## config.mk

```make
export PLATFORM = sky130hd
export DESIGN_NAME = dm_port_arbiter
export DESIGN_NICKNAME = d
export VERILOG_FILES = /design/src/rtl/dm_arb_pkg.sv /design/src/rtl/dm_burst_cnt.sv /design/src/rtl/dm_port_arbiter.sv
export SDC_FILE = /design/constraint.sdc
export NUM_CORES = 1
export LEC_CHECK = 0
export ABC_AREA = 0
export CAP_MARGIN = 5
export CORE_AREA = 3 3 145 147
export DETAILED_ROUTE_END_ITERATION = 8
export DIE_AREA = 0 0 148 150
export PLACE_DENSITY = 0.7
export SYNTH_ARGS = -nofsm -noshare
export SYNTH_HDL_FRONTEND = slang
export SYNTH_SLANG_ARGS = --single-unit
```

## constraint.sdc

```tcl
create_clock -name Clk -period 5.46 [get_ports Clk]
set_clock_uncertainty 0.2 [all_clocks]
set_input_delay 0.546 -clock Clk [delete_from_list [all_inputs] [get_ports Clk]]
set_output_delay 0.546 -clock Clk [all_outputs]
set_load 0.02 [all_outputs]
```

## src/rtl/dm_arb_pkg.sv

```systemverilog
// Shared encodings for the data-memory port: access length codes (also used by DM)
// and the arbiter FSM / grant-history state types.
package dm_arb_pkg;

  localparam logic [1:0] DM_Word32     = 2'd0;
  localparam logic [1:0] DM_HalfWord16 = 2'd1;
  localparam logic [1:0] DM_Byte8      = 2'd2;

  localparam logic [31:0] WORD_STEP = 32'd4;

  typedef enum logic {
    ST_IDLE,
    ST_BURST
  } state_e;

  typedef enum logic {
    GRANT_CPU,
    GRANT_DMA
  } grant_e;

endpackage

```

## src/rtl/dm_burst_cnt.sv

```systemverilog
// Burst sequencing registers: next beat address, remaining beat count and latched
// direction. Loaded after beat 0 issues, stepped on every later DMA beat.
module dm_burst_cnt
  import dm_arb_pkg::*;
#(
  parameter int unsigned CNT_W = 4
) (
  input  logic             Clk,
  input  logic             clear,
  input  logic             load,
  input  logic             step,
  input  logic [31:0]      load_addr,
  input  logic [CNT_W-1:0] load_beats,
  input  logic             load_we,
  output logic [31:0]      burst_addr,
  output logic             burst_we,
  output logic             last
);

  logic [CNT_W-1:0] beats_left;

  // load_addr/load_beats describe beat 0, which issues in the load cycle itself
  always_ff @(posedge Clk) begin
    if (clear) begin
      burst_addr <= '0;
      burst_we   <= 1'b0;
      beats_left <= '0;
    end else if (load) begin
      burst_addr <= load_addr + WORD_STEP;
      burst_we   <= load_we;
      beats_left <= load_beats - CNT_W'(1);
    end else if (step) begin
      burst_addr <= burst_addr + WORD_STEP;
      beats_left <= beats_left - CNT_W'(1);
    end
  end

  assign last = (beats_left == CNT_W'(1));

endmodule

```

## src/rtl/dm_port_arbiter.sv

```systemverilog
// Shares the single DM port between CPU MEM-stage accesses and word-burst DMA.
// Define DM_ARB_FAIR_EN for round-robin on contention; default is fixed CPU priority.
module dm_port_arbiter
  import dm_arb_pkg::*;
#(
  parameter int unsigned BURST_MAX = 8,
  parameter int unsigned CNT_W     = 4
) (
  input  logic             Clk,
  input  logic             reset,
  input  logic             c_req,
  input  logic             c_we,
  input  logic [31:0]      c_addr,
  input  logic [31:0]      c_wdata,
  input  logic [1:0]       c_len,
  input  logic [31:0]      c_pc,
  output logic             c_ack,
  output logic             c_stall,
  output logic             c_rvalid,
  output logic [31:0]      c_rdata,
  input  logic             d_req,
  input  logic             d_we,
  input  logic [31:0]      d_addr,
  input  logic [CNT_W-1:0] d_beats,
  input  logic [31:0]      d_wdata,
  output logic             d_ack,
  output logic             d_rvalid,
  output logic [31:0]      d_rdata,
  output logic             d_done,
  output logic             m_we,
  output logic [31:0]      m_addr,
  output logic [31:0]      m_wdata,
  output logic [1:0]       m_len,
  output logic [31:0]      m_pc,
  input  logic [31:0]      m_rdata
);

  localparam logic [CNT_W-1:0] BEATS_CAP = CNT_W'(BURST_MAX);

  state_e           state, state_nxt;
  logic [CNT_W-1:0] eff_beats;
  logic [31:0]      d_base, burst_addr, dma_addr;
  logic             burst_we, dma_we, cnt_last;
  logic             cnt_load, cnt_step, d_last;
  logic             c_want, d_want, c_win, d_win;

  always_comb begin
    if (d_beats == '0)           eff_beats = CNT_W'(1);
    else if (d_beats > BEATS_CAP) eff_beats = BEATS_CAP;
    else                          eff_beats = d_beats;
  end

  assign d_base   = d_addr & ~32'h3;
  assign dma_addr = (state == ST_BURST) ? burst_addr : d_base;
  assign dma_we   = (state == ST_BURST) ? burst_we   : d_we;

  // Requests are masked during reset so every output reads 0 while it is held
  assign c_want = ~reset & c_req;
  assign d_want = ~reset & ((state == ST_BURST) | d_req);

`ifdef DM_ARB_FAIR_EN
  grant_e last_grant;

  always_comb begin
    c_win = c_want;
    d_win = d_want;
    if (c_want && d_want) begin
      c_win = (last_grant == GRANT_DMA);
      d_win = (last_grant == GRANT_CPU);
    end
  end

  always_ff @(posedge Clk) begin
    if (reset)
      last_grant <= GRANT_DMA;
    else if (c_want && d_want)
      last_grant <= c_win ? GRANT_CPU : GRANT_DMA;
  end
`else
  assign c_win = c_want;
  assign d_win = d_want & ~c_want;
`endif

  always_comb begin
    state_nxt = state;
    cnt_load  = 1'b0;
    cnt_step  = 1'b0;
    d_last    = 1'b0;
    case (state)
      ST_IDLE: begin
        if (d_win) begin
          if (eff_beats > CNT_W'(1)) begin
            cnt_load  = 1'b1;
            state_nxt = ST_BURST;
          end else begin
            d_last = 1'b1;
          end
        end
      end
      ST_BURST: begin
        if (d_win) begin
          cnt_step = 1'b1;
          if (cnt_last) begin
            d_last    = 1'b1;
            state_nxt = ST_IDLE;
          end
        end
      end
      default: state_nxt = ST_IDLE;
    endcase
  end

  dm_burst_cnt #(
    .CNT_W (CNT_W)
  ) u_burst_cnt (
    .Clk        (Clk),
    .clear      (reset),
    .load       (cnt_load),
    .step       (cnt_step),
    .load_addr  (d_base),
    .load_beats (eff_beats),
    .load_we    (d_we),
    .burst_addr (burst_addr),
    .burst_we   (burst_we),
    .last       (cnt_last)
  );

  always_comb begin
    m_we    = 1'b0;
    m_addr  = '0;
    m_wdata = '0;
    m_len   = DM_Word32;
    m_pc    = '0;
    if (c_win) begin
      m_we    = c_we;
      m_addr  = c_addr;
      m_wdata = c_wdata;
      m_len   = c_len;
      m_pc    = c_pc;
    end else if (d_win) begin
      m_we    = dma_we;
      m_addr  = dma_addr;
      m_wdata = d_wdata;
    end
  end

  assign c_ack   = c_win;
  assign d_ack   = d_win;
  assign c_stall = c_want & ~c_win;

  always_ff @(posedge Clk) begin
    if (reset) begin
      state    <= ST_IDLE;
      c_rvalid <= 1'b0;
      c_rdata  <= '0;
      d_rvalid <= 1'b0;
      d_rdata  <= '0;
      d_done   <= 1'b0;
    end else begin
      state    <= state_nxt;
      c_rvalid <= c_win & ~c_we;
      d_rvalid <= d_win & ~dma_we;
      d_done   <= d_last;
      if (c_win && !c_we) c_rdata <= m_rdata;
      if (d_win && !dma_we) d_rdata <= m_rdata;
    end
  end

endmodule
```

### Word-level counts from Yosys, hierarchy flattened

Cells that the tools add are included.

* order comparisons: 2
* reduce and logical (&&, ||, !) cells: 6
* muxes and demuxes: 29
* bitwise operators: 11
* equality and inequality tests: 1
* add/sub/neg operators: 4

Operators by type and width (count)
* $mux 32: 8
* $add 32x3->32 const B: 2
* $mux 4: 4
* $mux 1: 14
* $sub 4x1->4 const B: 2
* $and 1x1->1: 5
* $not 1->1: 5
* $eq 4x1->1 const B: 1
* $gt 4x1->1 const B: 1
* $gt 4x4->1 const B: 1
* $logic_not 4->1: 1
* $pmux 1 s2: 2
* $logic_and 1x1->1: 2
* $logic_not 1->1: 2
* $mux 2: 1
* $reduce_bool 2->1: 1
* $or 1x1->1: 1

* register bits: 105
* logic and storage cells: 62
* input bits: 204
* output and inout port bits: 169

### Longest topological paths before layout

Gate-level depths: netlist (run 1).

* word-level depth: 8
* depth in mapped cells: 21
* mapped depth without buffers: 16

### Modules after synthesis

From an unflattened synthesis (run 1), not the netlist that was laid out.

* cell total of the unflattened synthesis: 802
* area, all modules: 6731.5 µm²

Modules (own cells, without submodules)
* dm_port_arbiter: sequential area each 1361.3 µm², cells each 460, times used 1, area each 3976.3 µm²
* dm_burst_cnt: sequential area each 740.7 µm², cells each 342, times used 1, area each 2755.1 µm²

### Worst setup path before layout (run 1)

No wires, ideal clock.

* kind: input to register
* start: in d_beats[1]
* end: reg u_burst_cnt.burst_addr[30]
* stages on the path: 20
* slack: 0.503 ns
* arrival time: 4.624 ns
* library setup time: 0.133 ns
* path buffers: 5
* required time: 5.127 ns
* path through: nor2_1 -> nor2_1 -> nor2_1 -> inv_1 -> ha_1 -> or2_2 -> a21oi_1 -> clkbuf_1 -> buf_1 -> buf_1 -> nand2_1 -> nand2_1 -> ha_1 -> clkbuf_1 -> nand3_1 -> or4b_2 -> clkbuf_1 -> a2111oi_2 -> xnor2_1 -> o22ai_1

* word-level cells in the longest chain between the ends: 8
* elaborated cells on any way between the ends: 10
* those cells by class: order compare (2); mux (6); reduce/logical (2)

RTL lines
* start: declaration: line dm_port_arbiter.sv:24 `input logic [CNT_W-1:0] d_beats,`
* $gt 4x4->1: line dm_port_arbiter.sv:49 `else if (d_beats > BEATS_CAP) eff_beats = BEATS_CAP;`
* $mux 4: line dm_port_arbiter.sv:49
* $mux 4 *: line dm_port_arbiter.sv:48 `if (d_beats == '0) eff_beats = CNT_W'(1);`
* $gt 4x1->1 *: line dm_port_arbiter.sv:92 `if (eff_beats > CNT_W'(1)) begin`
* $mux 1 *: line dm_port_arbiter.sv:92
* $mux 1 *: line dm_port_arbiter.sv:91 `if (d_win) begin`
* $mux 1 *: line dm_port_arbiter.sv:89 `case (state)`
* $mux 32 / $reduce_bool 2->1 (equally long branches)
* end signal: assignment: line dm_burst_cnt.sv:29 `burst_addr <= load_addr + WORD_STEP;`
* end signal: assignment: line dm_burst_cnt.sv:33 `burst_addr <= burst_addr + WORD_STEP;`
* end: declaration: line dm_burst_cnt.sv:15 `output logic [31:0] burst_addr,`

Every way passes the cells marked *; elsewhere a longest branch is shown, timed or not.
A chain may end at the register's enable or synchronous reset.

### Final worst setup path (run 1)

* start: in d_beats[2]
* end: reg u_burst_cnt.burst_addr[30]

The elaborated chain is that of the path after synthesis.

==> impl_metrics.ini, run 1 <==
[clock_tree]
clk_pin_slew_worst_paths_ps = 80
holdBufCountCts = 0
postCtsSetupRepairBufs = 0
numCtsBuffers = 9
clock_sinks = 103
htree_levels = 3
cts_buffer_depth = 2
tritoncts = yes
cts-resized-gates = 0
cts-root-buf = clkbuf_16
clk_latency_ps = 360

[placement]
dpl_cell_area_sq_mm = 0.01030
hpwl_mm = 20.89
gp_congestion = 0.9511
io_buffer_count = 369
dp_cells = 1438
dp_slack_ps = 754.4

[setup_path]
startpoint_type = input port
slowest_delay_ps = 810
critPathRequiredTime_ps = 5480
cp-end-kind = register
crit_type = input port to register
crit_chain = clkdlybuf4s50_1, nor2_1, nor2_1, nor2_1, inv_1, ha_1, or2_2, a21oi_4, nand2_1, nand2_1, ha_1, nand3_1, or4b_2, a2111oi_2, xnor2_1, o22ai_1
critPathArrivalTime_ps = 4350
cp_max_fo = 9
crit_slowest_cell = or4b_2
critPathMostFrequentCell = nor2_1

[routing]
dr.pass1.iters = 5
wl_per_cell_microns = 18.52
highest_layer = met4
drcViolationCount = 0
dr_total_vias = 7413
wl_met1_mm = 10.50
route.met3.wl_mm = 1.755
wl_mm = 26.93
ant_nets = 0
first_iter_violations = 397
drt-vias-per-instance = 5.098
wl_met2_mm = 13.38

[timing]
worstMarginPinSlew_ps = 1116
min_period_ps = 4324
setup_ws_ps = 1136
tns_ps = 0
slew_viol_final = 0
slew_headroom_pct = 25.54
fmax_mhz = 231.2
setup_viol = 0
finalCritPeriodShare_pct = 79.20
hold_viol_final = 0
rsz0062_at_grt = false

[synth]
synth_edf_count = 0
synth_nets = 1065
syn_area_sq_mm = 0.006412
avgSynthCellArea_sq_um = 7.491
synthArstFlopShare_pct = 0
synth_cells = 856
synth_flop_cell = dfxtp_1
ys_seq_area_share_pct = 32.16
ys_types = 60
ys_ff_latch = 103
yosysWarnings = 0

[global_route]
grt_remaining_overflow = 0
grt_usage_pct = 22.74
grt_pass1_wl_mm = 39.41
antenna_found_initial = 0
grt_max_degree = 92
grt_pass1_vias = 6824

[hold_path]
min_path_type = register to register

[floorplanning]
die_w_microns = 148
core_sq_mm = 0.02004
initial_core_util_pct = 32.00
rows = 52
floorplan.die_area_sq_mm = 0.02220
chipHeight_microns = 150
pin_count = 373

[layout]
stdcell_area_sq_mm = 0.01061
antenna_cells = 0
final_cell_mix = clkdlybuf4s50_1 (368), nand2_1 (171), dfxtp_1 (102), o21ai_0 (65), a21oi_1 (46)
area_growth_pct = 65.50
final_common_cell = clkdlybuf4s50_1
fin_nets = 1388
final_cells = 1454
layout-drive-gt1-share_pct = 4.054

[pwr]
leakagePower_nw = 3.629
ir_drop_mv = 0.1378
power.density_mw_per_mm2 = 193.6

[run_status]
status = completed

[flow_run]
drv_cap = 0
worst paths after layout:
path	slack (ps)	to	cells after the start	start
max	1140	u_burst_cnt.burst_addr[30]$_SDFFE_PP0P_	16	d_beats[2]
min	260	d_rdata[1]$_SDFFE_PP0P_	2	d_rdata[1]$_SDFFE_PP0P_
max reg2reg	1860	u_burst_cnt.burst_addr[30]$_SDFFE_PP0P_	10	state$_SDFF_PP0_
min reg2reg	260	d_rdata[1]$_SDFFE_PP0P_	2	d_rdata[1]$_SDFFE_PP0P_
power breakdown:
group	switching (mW)	internal, mW	leakage (nW)	total [mW]
Clock	0.346	0.328	0.150	0.674
Sequential	0.0298	0.784	0.840	0.814
Combinational	0.265	0.302	2.64	0.567
Total	0.640	1.41	3.63	2.06
stage by stage:
stage	utilization [%]	power, mW	hold WS [ps]
floorplan	-	1.062	236.0
global route	52.96	2.137	274.5
CTS	52.96	2.073	256.7
global placement	51.40	1.396	241.2
detailed placement	51.40	1.401	245.6
finish	52.96	2.055	256.0
sequential cells by signal (all words and copies together) (netlist names):
register	count
c_rdata	32
d_rdata	32
u_burst_cnt.burst_addr	30
u_burst_cnt.beats_left	4
c_rvalid	1
d_done	1
d_rvalid	1
state	1
u_burst_cnt.burst_we	1
layout make-up:
type                    count  area [sq um]
flip-flops and latches    103          2063
fillers                  1970          9427
inverters                  13         48.80
clock inverters             7         86.33
repair buffers            381          3791
well taps                 270         337.8
clock buffers               9         225.2
multi-input cells         671          4060
worst max-delay path: cells and delay by family:
family,cells,cell delay [ps]
AOI/OAI and AO/OA,3,650
xor gates and xnor gates,1,160
adders and majority gates,2,530
buffers and inverters,2,520
and+or+nand+nor,8,1910
cells in the mapped netlist, drive strengths merged (2+ instances only):
cell type / number / area [sq um]
and4: 5 / 43.79
nor2: 34 / 127.6
a2111oi: 4 / 47.55
o221ai: 5 / 43.79
nand2b: 35 / 219.0
or3: 4 / 30.03
inv: 13 / 48.80
mux2i: 35 / 350.3
a22o: 32 / 280.3
or4: 2 / 15.01
o211ai: 6 / 45.04
and2: 40 / 250.2
a31oi: 7 / 43.79
or4b: 3 / 33.78
nor3: 14 / 70.07
dfxtp: 103 / 2062
xor2: 11 / 96.34
clkbuf: 58 / 217.7
o22ai: 12 / 75.07
and3: 5 / 31.28
nand2: 171 / 641.9
a41oi: 2 / 17.52
nand3: 20 / 100.1
a211oi: 19 / 142.6
nor2b: 3 / 18.77
a21o: 3 / 22.52
a21oi: 47 / 235.2
ha: 5 / 62.56
xnor2: 32 / 280.3
o21ai: 66 / 330.3
nand4: 18 / 112.6
nor3b: 2 / 15.01
nor4: 8 / 50.05
buf: 11 / 60.06
nor4b: 3 / 26.28
mux2: 3 / 37.53
cell families after synthesis:
family / count (synthesis) / synth area share (%)
AOI/OAI and AO/OA: 215 / 21.72
xor gates and xnor gates: 43 / 5.873
adders and majority gates: 5 / 0.9756
buffers and inverters: 82 / 5.093
DFF: 103 / 32.16
muxes: 38 / 6.049
other: 1 / 0.05848
and+or+nand+nor: 369 / 28.08
layer usage:
metal / up-vias / global-route usage [%]
met4: 0 / 11.18
met1: 3365 / 26.78
met5: - / 0
met3: 66 / 4.936
met2: 324 / 39.19
li1: 3658 / -
Note: power is estimated with default switching activity, not from simulation.
==> run 2: changes to the inputs <==
Settings changed: CORE_AREA 3 3 145 147 to 3 3 144 146, DIE_AREA 0 0 148 150 to 0 0 147 149, PLACE_DENSITY 0.7 to 0.73.
Clock period 5.46 ns to 3.8 ns, I/O delays scaled along.
==> impl_metrics.ini, run 2 (same netlist as run 1, synthesis figures left out) <==
[clock_tree]
cts_buffer_depth = 2
clk_pin_slew_worst_paths_ps = 70
postCtsSetupRepairBufs = 0
clk_latency_ps = 350
tritoncts = yes
clock_sinks = 103
cts-root-buf = clkbuf_16
numCtsBuffers = 9
htree_levels = 3
holdBufCountCts = 0

[placement]
hpwl_mm = 22.51
io_buffer_count = 369
dpl_cell_area_sq_mm = 0.01058
gp_congestion = 0.9164
dp_slack_ps = -79.49

[floorplanning]
pin_count = 373
chipHeight_microns = 149
initial_core_util_pct = 32.84
rows = 51
core_sq_mm = 0.01953
die_w_microns = 147
floorplan.die_area_sq_mm = 0.02190

[timing]
setup_ws_ps = 246.0
finalCritPeriodShare_pct = 93.53
setup_viol = 0
worstMarginPinSlew_ps = 705.6
slew_headroom_pct = 52.96
slew_viol_final = 0
hold_viol_final = 0
min_period_ps = 3554
fmax_mhz = 281.4
rsz0062_at_grt = false

[routing]
drcViolationCount = 0
drt-vias-per-instance = 5.127
wl_per_cell_microns = 19.21
wl_mm = 28.45
first_iter_violations = 502
dr_total_vias = 7593
ant_nets = 0
dr.pass1.iters = 5

[layout]
layout-drive-gt1-share_pct = 6.425
stdcell_area_sq_mm = 0.01091
top_regs = c_rdata: 32 flops, d_rdata: 32 flops, u_burst_cnt.burst_addr: 30 flops
final_common_cell = clkdlybuf4s50_1
area_growth_pct = 70.17
final_cell_mix = clkdlybuf4s50_1 (368), nand2_1 (171), dfxtp_1 (102), o21ai_0 (65), a21oi_1 (45)
fin_nets = 1418

[flow_run]
drv_cap = 0

[global_route]
grt_usage_pct = 24.70
grt_max_degree = 74
grt_remaining_overflow = 0
grt_pass1_wl_mm = 42.72
grt_pass1_vias = 7413
antenna_found_initial = 3

[setup_path]
slowest_delay_ps = 640
critPathArrivalTime_ps = 3600
crit_slowest_cell = or4_1
critPathRequiredTime_ps = 3850
cp-end-kind = register
crit-reg2reg-launch = state$_SDFF_PP0_
startpoint_type = input port
crit_type = input port to register
critPathMostFrequentCell = nor2_1
cp_max_fo = 5
crit_path_start = d_beats[1]
crit_chain = clkdlybuf4s50_1, nor2_1, nor2_1, nor2_1, inv_1, ha_1, or2_4, a21oi_4, nand2_1, nand2_1, ha_1, nand3_1, or4_1, a211o_1, mux2i_1, a21o_1

[hold_path]
min-delay-start = d_rdata[25]$_SDFFE_PP0P_
min_path_type = register to register

[pwr]
power_frac_seq_pct = 38.5
ir_drop_mv = 0.1948
leakagePower_nw = 3.799
combPwrFrac_pct = 27.7
power.density_mw_per_mm2 = 278.0
p_total_mw = 3.034
p_switching_mw = 0.9206
clockPowerShare_pct = 33.8
switching_share_pct = 30.34
p_int_mw = 2.113

[run_status]
status = completed
==> run 2: final cells by class <==
type,instances,area [sq um]
inverter,13,48.80
tap,265,331.6
clock buffer,9,225.2
sequential,103,2063
clock inverter,7,102.6
timing repair buffer,411,4054
antenna,2,5.005
multi-input combinational,671,4081
fill,1829,8615
==> run 2: worst paths after layout <==
| check | cells past startpoint | slack [ps] | endpoint |
|---|---|---|---|
| max | 16 | 250 | u_burst_cnt.burst_addr[24]$_SDFFE_PP0P_ |
| min | 2 | 250 | d_rdata[25]$_SDFFE_PP0P_ |
| max reg2reg | 10 | 730 | u_burst_cnt.burst_addr[24]$_SDFFE_PP0P_ |
| min reg2reg | 2 | 250 | d_rdata[25]$_SDFFE_PP0P_ |
==> run 2: per-stage QoR <==
stage               util (%)  hold slack [ps]  instances  setup TNS [ps]
finish                 55.88            254.2       1481               0
global route           55.88            275.4       1481               0
CTS                    55.84            257.8       1479               0
detailed placement     54.16            246.2       1463          -236.2
global placement       54.16            241.0       1463               0
floorplan                  -            236.0        856               0
==> run 2: what timing repair did <==
action,4_1_cts,5_1_grt
resized for setup,0,1
hold endpoints to repair,0,0
endpoints found under the setup margin,0,1
==> run 2: power groups by stage <==
stage	sequential (mW)	clock [mW]	combinational [mW]
global route	1.17	1.07	0.896
CTS	1.17	1.04	0.846
floorplan	1.21	0	0.317
detailed placement	1.19	0	0.842
global placement	1.19	0	0.835
finish	1.17	1.03	0.842
==> run 2: routing by layer <==
layer | GRT usage, % | wire length, microns | vias up
met5 | 0 | 20 | -
met2 | 44.02 | 14550 | 326
met4 | 11.79 | 1326 | 2
met3 | 5.713 | 1947 | 62
li1 | - | - | 3721
met1 | 27.94 | 10610 | 3482
==> run 2: worst max-delay path, delay by kind of cell <==
kind,cells,cell delay [ps]
mux,1,120
buf+inv,2,500
simple gates,8,1530
fa+ha+maj,2,380
compound gates,3,680
